===== config.mk =====
export PLATFORM = sky130hd
export DESIGN_NAME = uart_tx_serializer
export DESIGN_NICKNAME = d
export VERILOG_FILES = /design/src/rtl/uart_pkg.sv /design/src/rtl/uart_baud_gen.sv /design/src/rtl/uart_tx_serializer.sv
export SDC_FILE = /design/constraint.sdc
export NUM_CORES = 1
export LEC_CHECK = 0
export BUFFER_PORTS_ARGS = -buffer_cell sky130_fd_sc_hd__buf_2
export CORE_AREA = 2 2 66 75
export CTS_CLUSTER_DIAMETER = 120
export DETAILED_ROUTE_END_ITERATION = 6
export DIE_AREA = 0 0 68 77
export PLACE_DENSITY = 0.54
export SYNTH_ARGS = -nofsm -noshare
export SYNTH_HDL_FRONTEND = slang
export SYNTH_HIERARCHICAL = 1
export SYNTH_SLANG_ARGS = --single-unit

===== constraint.sdc =====
create_clock -name i_clk -period 5.1 [get_ports i_clk]
set_input_delay 0 -clock i_clk [delete_from_list [all_inputs] [get_ports i_clk]]
set_output_delay 0 -clock i_clk [all_outputs]
set_load 0.005 [all_outputs]

===== src/rtl/uart_pkg.sv =====
// Shared UART definitions: FSM state encoding, default baud divisor and line levels.
// Used by both the TX serializer and the baud generator.
package uart_pkg;

    typedef enum logic [2:0] {
        ST_IDLE  = 3'd0,
        ST_FETCH = 3'd1,
        ST_LOAD  = 3'd2,
        ST_START = 3'd3,
        ST_DATA  = 3'd4,
        ST_STOP  = 3'd5
    } state_t;

    // 100 MHz system clock / 115200 baud
    localparam int DEFAULT_CLKS_PER_BIT = 868;

    localparam logic FRAME_START = 1'b0;
    localparam logic FRAME_STOP  = 1'b1;
    localparam logic IDLE_LEVEL  = 1'b1;

endpackage


===== src/rtl/uart_baud_gen.sv =====
// Integer baud divider: counts 0..CLKS_PER_BIT-1 and flags the terminal count.
// Held at zero while i_clr is high so the first bit period after a clear is full length.
module uart_baud_gen
    import uart_pkg::*;
#(
    parameter int CLKS_PER_BIT = DEFAULT_CLKS_PER_BIT
) (
    input  logic i_clk,
    input  logic i_rst_n,
    input  logic i_clr,
    output logic o_tick
);

    localparam int CW = $clog2(CLKS_PER_BIT);
    localparam logic [CW-1:0] TERM_CNT = CW'(CLKS_PER_BIT - 1);

    logic [CW-1:0] r_cnt;
    logic          w_term;

    assign w_term = (r_cnt == TERM_CNT);
    assign o_tick = w_term && !i_clr;

    always_ff @(posedge i_clk or negedge i_rst_n) begin
        if (!i_rst_n) begin
            r_cnt <= '0;
        end else if (i_clr || w_term) begin
            r_cnt <= '0;
        end else begin
            r_cnt <= r_cnt + 1'b1;
        end
    end

endmodule


===== src/rtl/uart_tx_serializer.sv =====
// Pops bytes from the TX FIFO and shifts each out as an 8N1 frame on o_tx.
// All outputs are registered; the next-state decision also sets the output values.
module uart_tx_serializer
    import uart_pkg::*;
#(
    parameter int BW           = 8,
    parameter int CLKS_PER_BIT = DEFAULT_CLKS_PER_BIT
) (
    input  logic          i_clk,
    input  logic          i_rst_n,
    input  logic          i_en,
    input  logic          i_fifo_empty,
    input  logic [BW-1:0] i_fifo_data,
    output logic          o_fifo_rd,
    output logic          o_tx,
    output logic          o_busy,
    output logic          o_done
);

    localparam int IW = (BW > 1) ? $clog2(BW) : 1;
    localparam logic [IW-1:0] LAST_BIT = IW'(BW - 1);

    state_t        r_state;
    logic [BW-1:0] r_shift;
    logic [IW-1:0] r_bit_idx;
    logic          r_tx;
    logic          r_fifo_rd;
    logic          r_busy;
    logic          r_done;

    logic          w_tick;
    logic          w_baud_clr;
    logic          w_start_ok;
    logic [BW-1:0] w_shift_next;

    // Baud counter only runs while a bit is on the line; LOAD always sees it cleared.
    assign w_baud_clr   = (r_state != ST_START) && (r_state != ST_DATA) && (r_state != ST_STOP);
    assign w_start_ok   = i_en && !i_fifo_empty;
    assign w_shift_next = r_shift >> 1;

    uart_baud_gen #(
        .CLKS_PER_BIT(CLKS_PER_BIT)
    ) u_baud_gen (
        .i_clk   (i_clk),
        .i_rst_n (i_rst_n),
        .i_clr   (w_baud_clr),
        .o_tick  (w_tick)
    );

    always_ff @(posedge i_clk or negedge i_rst_n) begin
        if (!i_rst_n) begin
            r_state   <= ST_IDLE;
            r_shift   <= '0;
            r_bit_idx <= '0;
            r_tx      <= IDLE_LEVEL;
            r_fifo_rd <= 1'b0;
            r_busy    <= 1'b0;
            r_done    <= 1'b0;
        end else begin
            r_fifo_rd <= 1'b0;
            r_done    <= 1'b0;
            case (r_state)
                ST_IDLE: begin
                    if (w_start_ok) begin
                        r_state   <= ST_FETCH;
                        r_fifo_rd <= 1'b1;
                        r_busy    <= 1'b1;
                    end
                end
                ST_FETCH: begin
                    r_state <= ST_LOAD;
                end
                ST_LOAD: begin
                    r_shift   <= i_fifo_data;
                    r_bit_idx <= '0;
                    r_tx      <= FRAME_START;
                    r_state   <= ST_START;
                end
                ST_START: begin
                    if (w_tick) begin
                        r_tx    <= r_shift[0];
                        r_state <= ST_DATA;
                    end
                end
                ST_DATA: begin
                    if (w_tick) begin
                        if (r_bit_idx == LAST_BIT) begin
                            r_tx    <= FRAME_STOP;
                            r_state <= ST_STOP;
                        end else begin
                            // o_tx follows the bit that becomes shift[0] after this shift
                            r_shift   <= w_shift_next;
                            r_tx      <= w_shift_next[0];
                            r_bit_idx <= r_bit_idx + 1'b1;
                        end
                    end
                end
                ST_STOP: begin
                    if (w_tick) begin
                        r_done <= 1'b1;
                        if (w_start_ok) begin
                            r_state   <= ST_FETCH;
                            r_fifo_rd <= 1'b1;
                        end else begin
                            r_state <= ST_IDLE;
                            r_busy  <= 1'b0;
                            r_tx    <= IDLE_LEVEL;
                        end
                    end
                end
                default: begin
                    r_state <= ST_IDLE;
                    r_tx    <= IDLE_LEVEL;
                    r_busy  <= 1'b0;
                end
            endcase
        end
    end

    assign o_fifo_rd = r_fifo_rd;
    assign o_tx      = r_tx;
    assign o_busy    = r_busy;
    assign o_done    = r_done;

endmodule


# Yosys cells after proc, flatten, opt, wreduce, memory -nomap -nowiden
# Cells that the tools add are included.
# W data, S select, Z words.
classes:
  n_eq_ne: 17
  n_reduce_logical: 15
  bitwise_logic: 2
  addsub: 2
  n_mux: 29
op_table:
  columns: ["operator", "count"]
  rows:
  - ["$mux W3", 7]
  - ["$pmux W3 S6", 1]
  - ["$mux W8", 2]
  - ["$pmux W8 S2", 1]
  - ["$mux W1", 13]
  - ["$add A10 B1 Y10 const B", 1]
  - ["$eq A10 B10 Y1 const B", 1]
  - ["$mux W10", 1]
  - ["$reduce_and A5 Y1", 2]
  - ["$eq A3 B3 Y1 const B", 3]
  - ["$ne A2 B2 Y1 const B", 4]
  - ["$eq A3 B2 Y1 const B", 2]
  - ["$ne A2 B1 Y1 const B", 3]
  - ["$ne A3 B3 Y1 const B", 2]
  - ["$pmux W3 S2", 1]
  - ["$pmux W1 S5", 1]
  - ["$logic_and A1 B1 Y1", 4]
  - ["$reduce_and A4 Y1", 1]
  - ["$reduce_or A4 Y1", 1]
  - ["$add A3 B1 Y3 const B", 1]
  - ["$eq A3 B1 Y1 const B", 1]
  - ["$logic_not A3 Y1", 1]
  - ["$ne A3 B2 Y1 const B", 1]
  - ["$pmux W1 S3", 1]
  - ["other kinds (7)", 9]
totals:
  out_inout_bits: 4
  register_bits: 28
  input_bits: 12
  elab_cells: 73

# Logic depth before layout (Yosys ltp)
depth:
  word_depth: 7
  depth_mapped: 9

# Hierarchy
# Netlist, hierarchy kept.
modules_own_cells:
  columns: ["module", "cells_each", "seq_area_each_um2", "instances", "area_each_um2"]
  rows:
  - ["uart_tx_serializer", 90, 451.7, 1, 944.7]
  - ["uart_baud_gen", 53, 250.2, 1, 534.3]

# Worst setup path before layout
# Ideal clock, no wire load.
synth_path:
  path_type: "flip-flop to flip-flop"
  start: "register u_baud_gen.r_cnt[3]"
  end: "register r_shift[2]"
  period_less_slack_ns: 1.801
  n_path_buf: 1
  setup_slack_ns: 3.299
  path_stages_with_launch: 9
  arrival_time_ns: 1.724
  cell_sequence: "dfrtp_1 > nor4_2 > nand4_1 > nor2_1 > nand4bb_1 > a21oi_2 > buf_4 > nor2_1 > a21oi_1"
synth_between:
  elab_chain_cells: 4
synth_rtl:
  columns: ["element", "line", "rtl"]
  rows:
  - ["from (decl)", "uart_baud_gen.sv:17", "logic [CW-1:0] r_cnt;"]
  - ["from (signal assigned)", "uart_baud_gen.sv:29", "r_cnt <= r_cnt + 1'b1;"]
  - ["$eq A10 B10 Y1", "uart_baud_gen.sv:20", "assign w_term = (r_cnt == TERM_CNT);"]
  - ["$logic_and A1 B1 Y1", "uart_baud_gen.sv:21", "assign o_tick = w_term && !i_clr;"]
  - ["via w_tick", "uart_tx_serializer.sv:31", "logic w_tick;"]
  - ["$ne A2 B1 Y1 (no line)", null, null]
  - ["$reduce_and A3 Y1 (no line)", null, null]
  - ["to (signal assigned)", "uart_tx_serializer.sv:74", "r_shift <= i_fifo_data;"]
  - ["to (signal assigned)", "uart_tx_serializer.sv:92", "r_shift <= w_shift_next;"]
  - ["to (decl)", "uart_tx_serializer.sv:24", "logic [BW-1:0] r_shift;"]
# The timed path passes the listed nets, and every way through them passes these cells.
# A chain may end at the register's enable or synchronous reset.

# Worst setup path after layout
layout_path:
  start: "register u_baud_gen.r_cnt[2]"
  end: "register r_bit_idx[1]"
layout_between:
  elab_chain_cells: 4
layout_rtl:
  columns: ["element", "line", "rtl"]
  rows:
  - ["$eq A10 B10 Y1", "uart_baud_gen.sv:20", null]
  - ["$logic_and A1 B1 Y1", "uart_baud_gen.sv:21", null]
  - ["via w_tick", "uart_tx_serializer.sv:31", null]
  - ["$ne A2 B1 Y1 (no line)", null, null]
  - ["$reduce_and A3 Y1 (no line)", null, null]
  - ["to (signal assigned)", "uart_tx_serializer.sv:94", "r_bit_idx <= r_bit_idx + 1'b1;"]
  - ["to (decl)", "uart_tx_serializer.sv:25", "logic [IW-1:0] r_bit_idx;"]
# The timed path passes the listed nets, and every way through them passes these cells.

==> flow_summary.json <==
{
  "slowest_delay_ns": 0.67,
  "endpoint": "r_bit_idx[1]",
  "synth_area_per_cell_um2": 10.34,
  "crit_cells": 6,
  "grt_setup_unrepaired": "false",
  "setup_viol": 0,
  "synth_edf_count": 0,
  "ys_ff_latch": 28,
  "vdd_ir_drop_max_v": 0.0001559,
  "antenna_cells": 0,
  "wl_um": 2658,
  "synthArstFlopShare_pct": 100.0,
  "p_sw_mw": 0.1750,
  "antenna_found_initial": 0,
  "worstHoldStart": "i_fifo_data[2]",
  "routed_via_density": 4.986,
  "synthFlopType": "dfrtp_1",
  "hp-class": "in -> reg",
  "fmax_ghz": 0.4071,
  "num_io_pins": 16,
  "worstMarginPinSlew_ns": 0.8240,
  "syn_nets": 158,
  "p_comb_share_pct": 17.7,
  "cts.sink_count": 28,
  "rr_endpoint": "r_bit_idx[1]",
  "arrival_ns": 2.59,
  "cp_slowest_cell": "a21oi_2",
  "multi_input_area_um2": 695.7,
  "final_common_cell": "dfrtp_1",
  "r2r_cells": 6,
  "hold_viol": 0,
  "swShare_pct": 29.33,
  "dieArea_um2": 5236,
  "cts_root_buffer": "clkbuf_8",
  "drc": 0,
  "crit_required_ns": 5.24,
  "die_w_um": 68,
  "leakage_nw": 0.7022,
  "worst_slack_ns": 2.644,
  "wire_per_inst_um": 12.48,
  "final_cell_count_no_fill": 213,
  "coreArea_um2": 4489,
  "syn_area_um2": 1479,
  "fin_nets": 173,
  "worstSkewPairLatency_ns": 0.28,
  "fin_tns_setup_ns": 0,
  "seqPwrFrac_pct": 53.1,
  "cp_max_fo": 20,
  "place_hpwl_um": 1863,
  "drive_gt1_share_pct": 19.11,
  "rrSetupSlack_ns": 2.64,
  "crit_chain": "nor4_2 -> nand4_1 -> nor2_1 -> nand4bb_1 -> a21oi_2 -> o21ai_0",
  "start_util_pct": 32.94,
  "critPathLaunchType": "flop",
  "cp_top_family": "simple AND/OR/NAND/NOR gates",
  "final_cell_mix": "dfrtp_1, nor2_1, buf_2",
  "cts_buffer_depth": 2,
  "crit_type": "reg -> reg",
  "seq_area_frac_synth_pct": 47.46,
  "seqCellArea_um2": 701.9,
  "numPortBuffers": 15,
  "final.period_utilization_pct": 48.16,
  "cts_made_buffers": 3,
  "slew_violations": 0,
  "synth_cells": 143,
  "p_clk_share_pct": 29.2,
  "clk_pin_slew_ns": 0.10,
  "ys_warn_count": 6,
  "gp_congestion": 0.8008,
  "grt_overflow": 0,
  "regToRegStartpoint": "u_baud_gen/r_cnt[2]",
  "cp-startpoint": "u_baud_gen/r_cnt[2]",
  "num_rows": 26,
  "crit_buf_inv": 0,
  "cap_violations": 0,
  "period_minus_slack_ns": 2.456,
  "ys_types": 40,
  "internal-power_mw": 0.4218,
  "die_h_um": 77,
  "ctsHtreeMaxLevel": 1,
  "fillers": 472,
  "vias": 1062,
  "final_antenna_net_count": 0,
  "grt_max_degree": 29,
  "cts_tree": "yes",
  "grtUsageTotal_pct": 11.45,
  "powerDensity_nw_per_um2": 360.3,
  "drtIter0Drc": 74,
  "first_global_vias": 1036,
  "status": "finished, final reports clean",
  "pre_cts_ws_ns": 2.635,
  "area_growth_syn_to_layout_pct": 12.01,
  "skew_ns": 0.007824,
  "postCtsSetupBuffers": 0,
  "end_kind": "flop",
  "grt_pass1_wl_um": 4685,
  "slew_headroom_pct": 45.07,
  "dr.pass1.iters": 4,
  "placedCellCount": 207
}
## cells in the mapped netlist, types with 2 or more instances
master     number  area share [%]
a21oi_1        10             3.4
a21oi_2         5             3.0
a31oi_1         2            0.85
and2_1          4             1.7
buf_2           2            0.68
buf_4           2             1.0
buf_6           3             2.3
dfrtp_1        27              46
ha_1            3             2.5
inv_1           6             1.5
mux2i_1         9             6.1
nand2_1         7             1.8
nand2b_1        2            0.85
nand3_1         4             1.4
nand4_1         3             1.3
nand4bb_1       2             1.5
nor2_1         18             4.6
nor2b_1         2            0.85
o21a_1          2             1.0
o21ai_0         4             1.4
o21ai_1         2            0.68
o31ai_1         2             1.0
o32ai_1         2             1.2
or3_1           3             1.3
xor2_1          2             1.2
## cell families after synthesis
kind of cell | Yosys count | synth area share, %
adder cells (fa/ha/maj) | 3 | 2.538
XOR/XNOR | 3 | 1.777
multiplexers | 10 | 6.853
buffers and inverters | 13 | 5.499
AO/OA/AOI/OAI | 34 | 15.40
flip-flops | 28 | 47.46
AND/OR/NAND/NOR | 52 | 20.47
## state kept, by name, indices dropped and copies added (netlist names)
signal,flops
r_bit_idx,3
o_busy,1
o_fifo_rd,1
r_state,3
r_shift,8
o_done,1
o_tx,1
u_baud_gen/r_cnt,10
## worst register-to-register path, stage by stage (launching register included)
cell and delay, ns:
dfrtp_1 0.48, nor4_2 0.35, nand4_1 0.13, nor2_1 0.33, nand4bb_1 0.18, a21oi_2 0.67, o21ai_0 0.17
## worst min path at each step
stage,endpoint,depth (start not counted)
finish,r_shift[2],3
global route,o_fifo_rd,3
CTS,r_shift[4],3
detailed placement,u_baud_gen/r_cnt[6],1
global placement,u_baud_gen/r_cnt[9],1
floorplan,o_busy,0
## repair_timing
action	CTS	global route
hold endpoints to repair	28	0
hold buffers	2	0
resized for setup	0	0
## layout make-up
cell class,count,area share (%)
Multi-Input combinational cell,102,41.99
Sequential cell,28,42.37
Clock inverter,1,1.813
Inverter,6,1.360
Clock buffer,3,2.492
Timing Repair Buffer,17,5.740
Tap cell,56,4.230
## routing by layer
| layer | track usage, % | wire length, um |
|---|---|---|
| met5 | 0 | 0 |
| met4 | 5.400 | 55 |
| met3 | 1.760 | 87 |
| met2 | 17.67 | 1201 |
| met1 | 15.39 | 1313 |
## power by group through the flow
| stage | Combinational (mW) | Sequential (mW) | Clock (mW) |
|---|---|---|---|
| 6_report | 0.105 | 0.317 | 0.174 |
| 5_1_grt | 0.124 | 0.324 | 0.190 |
| 4_1_cts | 0.107 | 0.317 | 0.182 |
| 3_5_place_dp | 0.105 | 0.321 | 0 |
| 3_3_place_gp | 0.103 | 0.318 | 0 |
| 2_1_floorplan | 0.0795 | 0.310 | 0 |
## stage by stage
| stage | total power [mW] | hold slack [ns] | utilization, % | area, um^2 |
|---|---|---|---|---|
| global placement | 0.4204 | 0.05436 | 34.87 | 1565 |
| floorplan | 0.3900 | -0.2956 | - | 1479 |
| detailed placement | 0.4257 | 0.06465 | 34.87 | 1565 |
| global route | 0.6385 | 0.02637 | 36.90 | 1657 |
| CTS | 0.6057 | 0.01422 | 36.90 | 1657 |
| finish | 0.5968 | 0.01811 | 36.90 | 1657 |
Power figures use the tool's default switching activity.
